### config.mk
export PLATFORM = sky130hd
export DESIGN_NAME = formation_controller
export DESIGN_NICKNAME = d
export VERILOG_FILES = /design/src/rtl/formation_pkg.sv /design/src/rtl/formation_step.sv /design/src/rtl/formation_controller.sv
export SDC_FILE = /design/constraint.sdc
export NUM_CORES = 1
export LEC_CHECK = 0
export CORE_MARGIN = 4
export CORE_UTILIZATION = 51
export CTS_CLUSTER_SIZE = 40
export DETAILED_ROUTE_END_ITERATION = 6
export GPL_ROUTABILITY_DRIVEN = 0
export PLACE_DENSITY = 0.95
export SLEW_MARGIN = 30
export SYNTH_ARGS = -nofsm -noshare
export SYNTH_HDL_FRONTEND = slang
export SYNTH_SLANG_ARGS = --single-unit
### constraint.sdc
create_clock -name CLOCK_50 -period 8.9 [get_ports CLOCK_50]
set_input_delay 1.335 -clock CLOCK_50 [delete_from_list [all_inputs] [get_ports CLOCK_50]]
set_output_delay 1.335 -clock CLOCK_50 [all_outputs]
set_load 0.1 [all_outputs]
### src/rtl/formation_pkg.sv
// formation_pkg: shared types and constants for the sprite formation controller.
//   state_t      - formation state (march / landed / cleared)
//   IDX_*        - sprite index into the hit/alive vectors
//   PARK         - coordinate driven for destroyed sprites
//   span()       - pixel width of the whole formation, fixed regardless of kills
package formation_pkg;

  typedef enum logic [1:0] {
    ST_MARCH   = 2'd0,
    ST_LANDED  = 2'd1,
    ST_CLEARED = 2'd2
  } state_t;

  localparam int NUM_SPRITES = 5;
  localparam int IDX_I  = 0;
  localparam int IDX_G  = 1;
  localparam int IDX_U1 = 2;
  localparam int IDX_U2 = 3;
  localparam int IDX_U3 = 4;

  // Far enough off-screen to hide the sprite, small enough that shape
  // offsets added downstream cannot wrap a 32-bit coordinate.
  localparam logic [31:0] PARK = 32'd16384;

  // Five sprites: four gaps plus the last sprite's width.
  function automatic logic [31:0] span(input logic [31:0] spacing,
                                       input logic [31:0] width);
    return (spacing << 2) + width;
  endfunction

endpackage

### src/rtl/formation_step.sv
// step_timer: frame divider for the formation march.
//   i_clk, i_rst  - clock, synchronous active-high reset
//   i_load        - reinitialise counter and period (restart)
//   i_tick        - one pulse per frame
//   i_en          - movement enable; counter holds while low
//   i_run         - formation is marching; counter holds otherwise
//   i_dec         - shorten the period by one frame (floor 1)
//   o_step        - one-cycle pulse on the frame that completes a period
module step_timer #(
  parameter int PERIOD_INIT = 4
) (
  input  logic i_clk,
  input  logic i_rst,
  input  logic i_load,
  input  logic i_tick,
  input  logic i_en,
  input  logic i_run,
  input  logic i_dec,
  output logic o_step
);

  logic [3:0] r_cnt;
  logic [3:0] r_period;
  logic       w_fire;

  assign w_fire = i_tick & i_en & i_run;
  // Combinational so the caller registers the move on the tick's own edge.
  assign o_step = w_fire && (r_cnt == r_period - 4'd1);

  always_ff @(posedge i_clk) begin
    if (i_rst || i_load) begin
      r_cnt    <= 4'd0;
      r_period <= 4'(PERIOD_INIT);
    end else begin
      if (w_fire) r_cnt <= o_step ? 4'd0 : r_cnt + 4'd1;
      if (i_dec && r_period > 4'd1) r_period <= r_period - 4'd1;
    end
  end

endmodule

### src/rtl/formation_controller.sv
// formation_controller: marches five glyph sprites across the playfield.
//   CLOCK_50    - system clock
//   reset       - synchronous active-high reset
//   frame_tick  - one pulse per frame
//   enable      - movement enable
//   restart     - reinitialise formation (any state)
//   hit[4:0]    - per-sprite kill pulses (0=i,1=g,2=u1,3=u2,4=u3)
//   *X1/*Y1     - sprite top-left coordinates, PARK when dead
//   alive       - live mask
//   dir         - 1 = moving right
//   landed      - formation reached Y_LIMIT
//   cleared     - all sprites destroyed
module formation_controller
  import formation_pkg::*;
#(
  parameter int unsigned X_START     = 40,
  parameter int unsigned Y_START     = 40,
  parameter int unsigned X_LEFT      = 0,
  parameter int unsigned X_RIGHT     = 640,
  parameter int unsigned SPACING     = 80,
  parameter int unsigned SPRITE_W    = 60,
  parameter int unsigned STEP        = 4,
  parameter int unsigned DROP        = 16,
  parameter int unsigned Y_LIMIT     = 400,
  parameter int unsigned PERIOD_INIT = 4
) (
  input  logic        CLOCK_50,
  input  logic        reset,
  input  logic        frame_tick,
  input  logic        enable,
  input  logic        restart,
  input  logic [4:0]  hit,
  output logic [31:0] iX1,
  output logic [31:0] iY1,
  output logic [31:0] gX1,
  output logic [31:0] gY1,
  output logic [31:0] u1X1,
  output logic [31:0] u1Y1,
  output logic [31:0] u2X1,
  output logic [31:0] u2Y1,
  output logic [31:0] u3X1,
  output logic [31:0] u3Y1,
  output logic [4:0]  alive,
  output logic        dir,
  output logic        landed,
  output logic        cleared
);

  localparam logic [31:0] L_SPAN  = span(32'(SPACING), 32'(SPRITE_W));
  localparam logic [31:0] L_STEP  = 32'(STEP);
  localparam logic [31:0] L_DROP  = 32'(DROP);
  localparam logic [31:0] L_RIGHT = 32'(X_RIGHT);
  localparam logic [31:0] L_LEFT  = 32'(X_LEFT);
  localparam logic [31:0] L_YLIM  = 32'(Y_LIMIT);

  logic [31:0] r_form_x, r_form_y;
  logic        r_dir, r_landed, r_cleared;
  logic [4:0]  r_alive;
  state_t      r_state;

  logic        w_step, w_edge, w_drop;
  logic [31:0] w_new_y;
  logic [4:0]  w_alive_nx;
  logic [NUM_SPRITES-1:0][31:0] w_x, w_y;

  step_timer #(.PERIOD_INIT(PERIOD_INIT)) u_timer (
    .i_clk  (CLOCK_50),
    .i_rst  (reset),
    .i_load (restart),
    .i_tick (frame_tick),
    .i_en   (enable),
    .i_run  (r_state == ST_MARCH),
    .i_dec  (w_drop),
    .o_step (w_step)
  );

  // Edge test uses the full span even when end sprites are dead.
  assign w_edge     = r_dir ? (r_form_x + L_STEP + L_SPAN > L_RIGHT)
                            : (r_form_x < L_LEFT + L_STEP);
  assign w_drop     = w_step & w_edge;
  assign w_new_y    = r_form_y + L_DROP;
  assign w_alive_nx = r_alive & ~hit;

  always_ff @(posedge CLOCK_50) begin
    if (reset || restart) begin
      r_form_x  <= 32'(X_START);
      r_form_y  <= 32'(Y_START);
      r_dir     <= 1'b1;
      r_alive   <= 5'b11111;
      r_state   <= ST_MARCH;
      r_landed  <= 1'b0;
      r_cleared <= 1'b0;
    end else begin
      r_alive <= w_alive_nx;
      if (w_step) begin
        if (w_drop) begin
          r_form_y <= w_new_y;
          r_dir    <= ~r_dir;
        end else begin
          r_form_x <= r_dir ? r_form_x + L_STEP : r_form_x - L_STEP;
        end
      end
      // Losing the last sprite wins over landing in the same cycle.
      if (w_alive_nx == 5'd0) begin
        r_state   <= ST_CLEARED;
        r_landed  <= 1'b0;
        r_cleared <= 1'b1;
      end else if (w_drop && w_new_y >= L_YLIM) begin
        r_state  <= ST_LANDED;
        r_landed <= 1'b1;
      end
    end
  end

  for (genvar k = 0; k < NUM_SPRITES; k++) begin : g_spr
    assign w_x[k] = r_alive[k] ? r_form_x + 32'(k * SPACING) : PARK;
    assign w_y[k] = r_alive[k] ? r_form_y : PARK;
  end

  assign iX1  = w_x[IDX_I];
  assign iY1  = w_y[IDX_I];
  assign gX1  = w_x[IDX_G];
  assign gY1  = w_y[IDX_G];
  assign u1X1 = w_x[IDX_U1];
  assign u1Y1 = w_y[IDX_U1];
  assign u2X1 = w_x[IDX_U2];
  assign u2Y1 = w_y[IDX_U2];
  assign u3X1 = w_x[IDX_U3];
  assign u3Y1 = w_y[IDX_U3];

  assign alive   = r_alive;
  assign dir     = r_dir;
  assign landed  = r_landed;
  assign cleared = r_cleared;

endmodule
==> impl_metrics.json <==
{
  "ys.flop_type": "dfxtp_1",
  "status": "complete, but fails checks",
  "start_kind": "register",
  "syn_inst": 1458,
  "drc": 71,
  "synth_area_per_cell_um2": 6.83,
  "fillers": 1464,
  "grt_max_degree": 65,
  "cts.sinks": 75,
  "dp.cells": 1888,
  "maxCapViolations": 0,
  "initial_core_util_pct": 52.6,
  "cts_root_buf": "clkbuf_16",
  "chipHeight_um": 148,
  "cts_tree": "yes",
  "slew_headroom_pct": 31.6,
  "postCtsSetupBuffers": 0,
  "hold_class": "register to register",
  "cellLeakagePower_nw": 4.57,
  "ctsLongestPathBuffers": 2,
  "layout_min_cycle_time_ns": 5.61,
  "wire_per_inst_um": 19.3,
  "max_freq_ghz": 0.178,
  "htree_levels": 3,
  "worstMarginPinSlew_ns": 1.02,
  "synthesis.area_mm2": 0.00996,
  "fin_tns_setup_ns": 0,
  "die_area_mm2": 0.0218,
  "clk_pin_slew_worst_paths_ns": 0.06,
  "netlist.area_leader.share_pct": 16.9,
  "hpwl_mm": 25.9,
  "first_global_vias": 11400,
  "async_flop_share_pct": 0,
  "violations": "DRC",
  "clk-insertion-delay-late_ns": 0.34,
  "nets": 1666,
  "cp_data_required_time_ns": 7.57,
  "cp_slowest_cell": "clkdlybuf4s50_1",
  "instances_no_fill": 1904,
  "num_vias": 11700,
  "critPathMaxFanout": 19,
  "worst-setup-path-type": "register to output port",
  "vdd_drop_max_v": 0.0000889,
  "timing.final.crit_share_pct": 63.1,
  "synth.largest_area_cell": "and2_1",
  "yosysSeqAreaShare_pct": 15.1,
  "synth_edf_count": 0,
  "netlist-cell-type-count": 76,
  "die_x_um": 148,
  "yosysWarningCount": 0,
  "syn2layout_area_growth_pct": 30.9,
  "core_mm2": 0.0190,
  "cp_num_buf_inv": 1,
  "synth.area.top_cells": "and2_1 17%, dfxtp_1 15%, xnor2_1 7.2%",
  "rsz0062_at_grt": "false",
  "post_cts_resized": 0,
  "track_usage_pct": 32.1,
  "vias_per_cell": 6.16,
  "drt_iter0_drc": 1384,
  "worst_setup_path_end_kind": "output port",
  "grt_pass1_wl_mm": 58.2,
  "regArea_mm2": 0.00152,
  "slew_violations": 0,
  "wl_mm": 36.8,
  "finClkSkew_ns": 0.00815,
  "crit_arrival_ns": 4.28,
  "numCtsBuffers": 9,
  "yosys_register_bits": 75,
  "antenna_found_initial": 0,
  "port_buffers": 312,
  "path_delay_family": "simple AND/OR/NAND/NOR gates",
  "path_cells": "nand4_1 -> or4_1 -> nor2_1 -> nand2_1 -> xnor2_1 -> and2_1 -> clkdlybuf4s50_1",
  "pin_count": 338,
  "hold_buffers": 0,
  "multi_input_area_mm2": 0.00765,
  "crit_path_max_incr_delay_ns": 1.12,
  "dr.pass1.iters": 7,
  "num_rows": 50,
  "drive_above_1_share_pct": 4.20,
  "powerDensity_mw_per_mm2": 69.3,
  "grt-ovfl-total": 0,
  "final_antenna_net_count": 0,
  "finalSetupViolations": 0,
  "hold_viol_final": 0
}
[final cells by class]
type | count | share of cell area [%]
Clock buffer | 10 | 1.76
Multi-Input combinational cell | 1211 | 58.7
Inverter | 23 | 0.662
Sequential cell | 75 | 11.6
Antenna cell | 1 | 0.0192
Tap cell | 260 | 2.49
Clock inverter | 5 | 0.604
Timing Repair Buffer | 319 | 24.2
[where the power goes]
part / leakage (nW) / internal (W) / switching [W] / total (W)
Sequential: 0.605 / 0.000337 / 0.0000166 / 0.000353
Combinational: 3.82 / 0.0000246 / 0.000132 / 0.000156
Clock: 0.152 / 0.000244 / 0.000150 / 0.000394
[worst min-delay path: cells and delay by family (launching register included)]
kind | cells | cell delay, ns
AO/OA/AOI/OAI | 2 | 0.13
flip-flops | 1 | 0.32
[layout by cell type (no fill, tap or decap), types with 17 or more instances in the layout]
master and instances:
conb_1 25, inv_1 23, nor4_1 21, ha_1 17
nor2_1 77, xor2_1 45, and2_1 269, nand3_1 40
o21ai_0 53, clkdlybuf4s50_1 307, nor3_1 50, a21boi_0 17
dfxtp_1 70, nand2_1 139, nand4_1 26, xnor2_1 82
or3_1 44, mux2i_1 17, a21oi_1 80
[sequential cells by signal, summed over array words and instances (netlist names)]
name / flops
r_form_x: 30
alive: 5
dir: 1
r_form_y: 28
u_timer.r_period: 4
r_state: 2
u_timer.r_cnt: 4
cleared: 1
[metrics by stage]
step	total power [W]	util (%)	hold slack, ns	cell area [µm²]	setup WS (ns)
floorplan	0.000495	-	0.441	10100	3.30
global placement	0.000516	67.2	0.451	12700	3.78
detailed placement	0.000517	67.1	0.486	12700	3.65
CTS	0.000908	68.8	0.497	13000	3.32
global route	0.000924	68.8	0.509	13000	3.00
finish	0.000903	68.8	0.498	13000	3.29
[metal layers]
| metal | up-vias | part of all wire, % | global-route usage, % |
|---|---|---|---|
| li1 | 5339 | - | - |
| met1 | 5385 | 37 | 36.9 |
| met2 | 811 | 46 | 53.2 |
| met3 | 202 | 12 | 10.3 |
| met4 | 0 | 5.4 | 17.2 |
| met5 | - | 0 | 0 |
[cells by family (layout without fill, tap and decap cells)]
kind of cell	after synthesis	after routing	synth area share, %
simple gates	770	770	44.0
compound gates	253	253	16.4
buf+inv	196	357	9.27
xor+xnor	127	127	11.2
flops	75	75	15.1
mux	19	19	1.93
fa+ha+maj	17	17	2.13
other cells	1	26	0.0376
[Yosys cell counts, types with 21 or more instances]
library cell / count
xnor2_1: 82
nor3_1: 50
buf_4: 38
or3_1: 44
clkbuf_1: 109
nand4_1: 26
and2_1: 269
o21ai_0: 53
xor2_1: 45
nand3_1: 40
a21oi_1: 80
nor2_1: 78
dfxtp_1: 75
inv_1: 23
nor4_1: 21
nand2_1: 139
[path summary, 6_finish.rpt]
kind / startpoint / to / slack, ns / depth (start not counted)
worst min register to register: u_timer.r_period[1]$_SDFFE_PP0P_ / u_timer.r_period[1]$_SDFFE_PP0P_ / 0.50 / 2
worst max register to register: r_form_x[8]$_SDFFE_PP0P_ / r_form_x[18]$_SDFFE_PP0P_ / 3.41 / 11
worst min-delay path: u_timer.r_period[1]$_SDFFE_PP0P_ / u_timer.r_period[1]$_SDFFE_PP0P_ / 0.50 / 2
worst max-delay path: r_form_x[14]$_SDFFE_PP0P_ / u2X1[30] / 3.29 / 7
(Power assumes the default switching activity.)
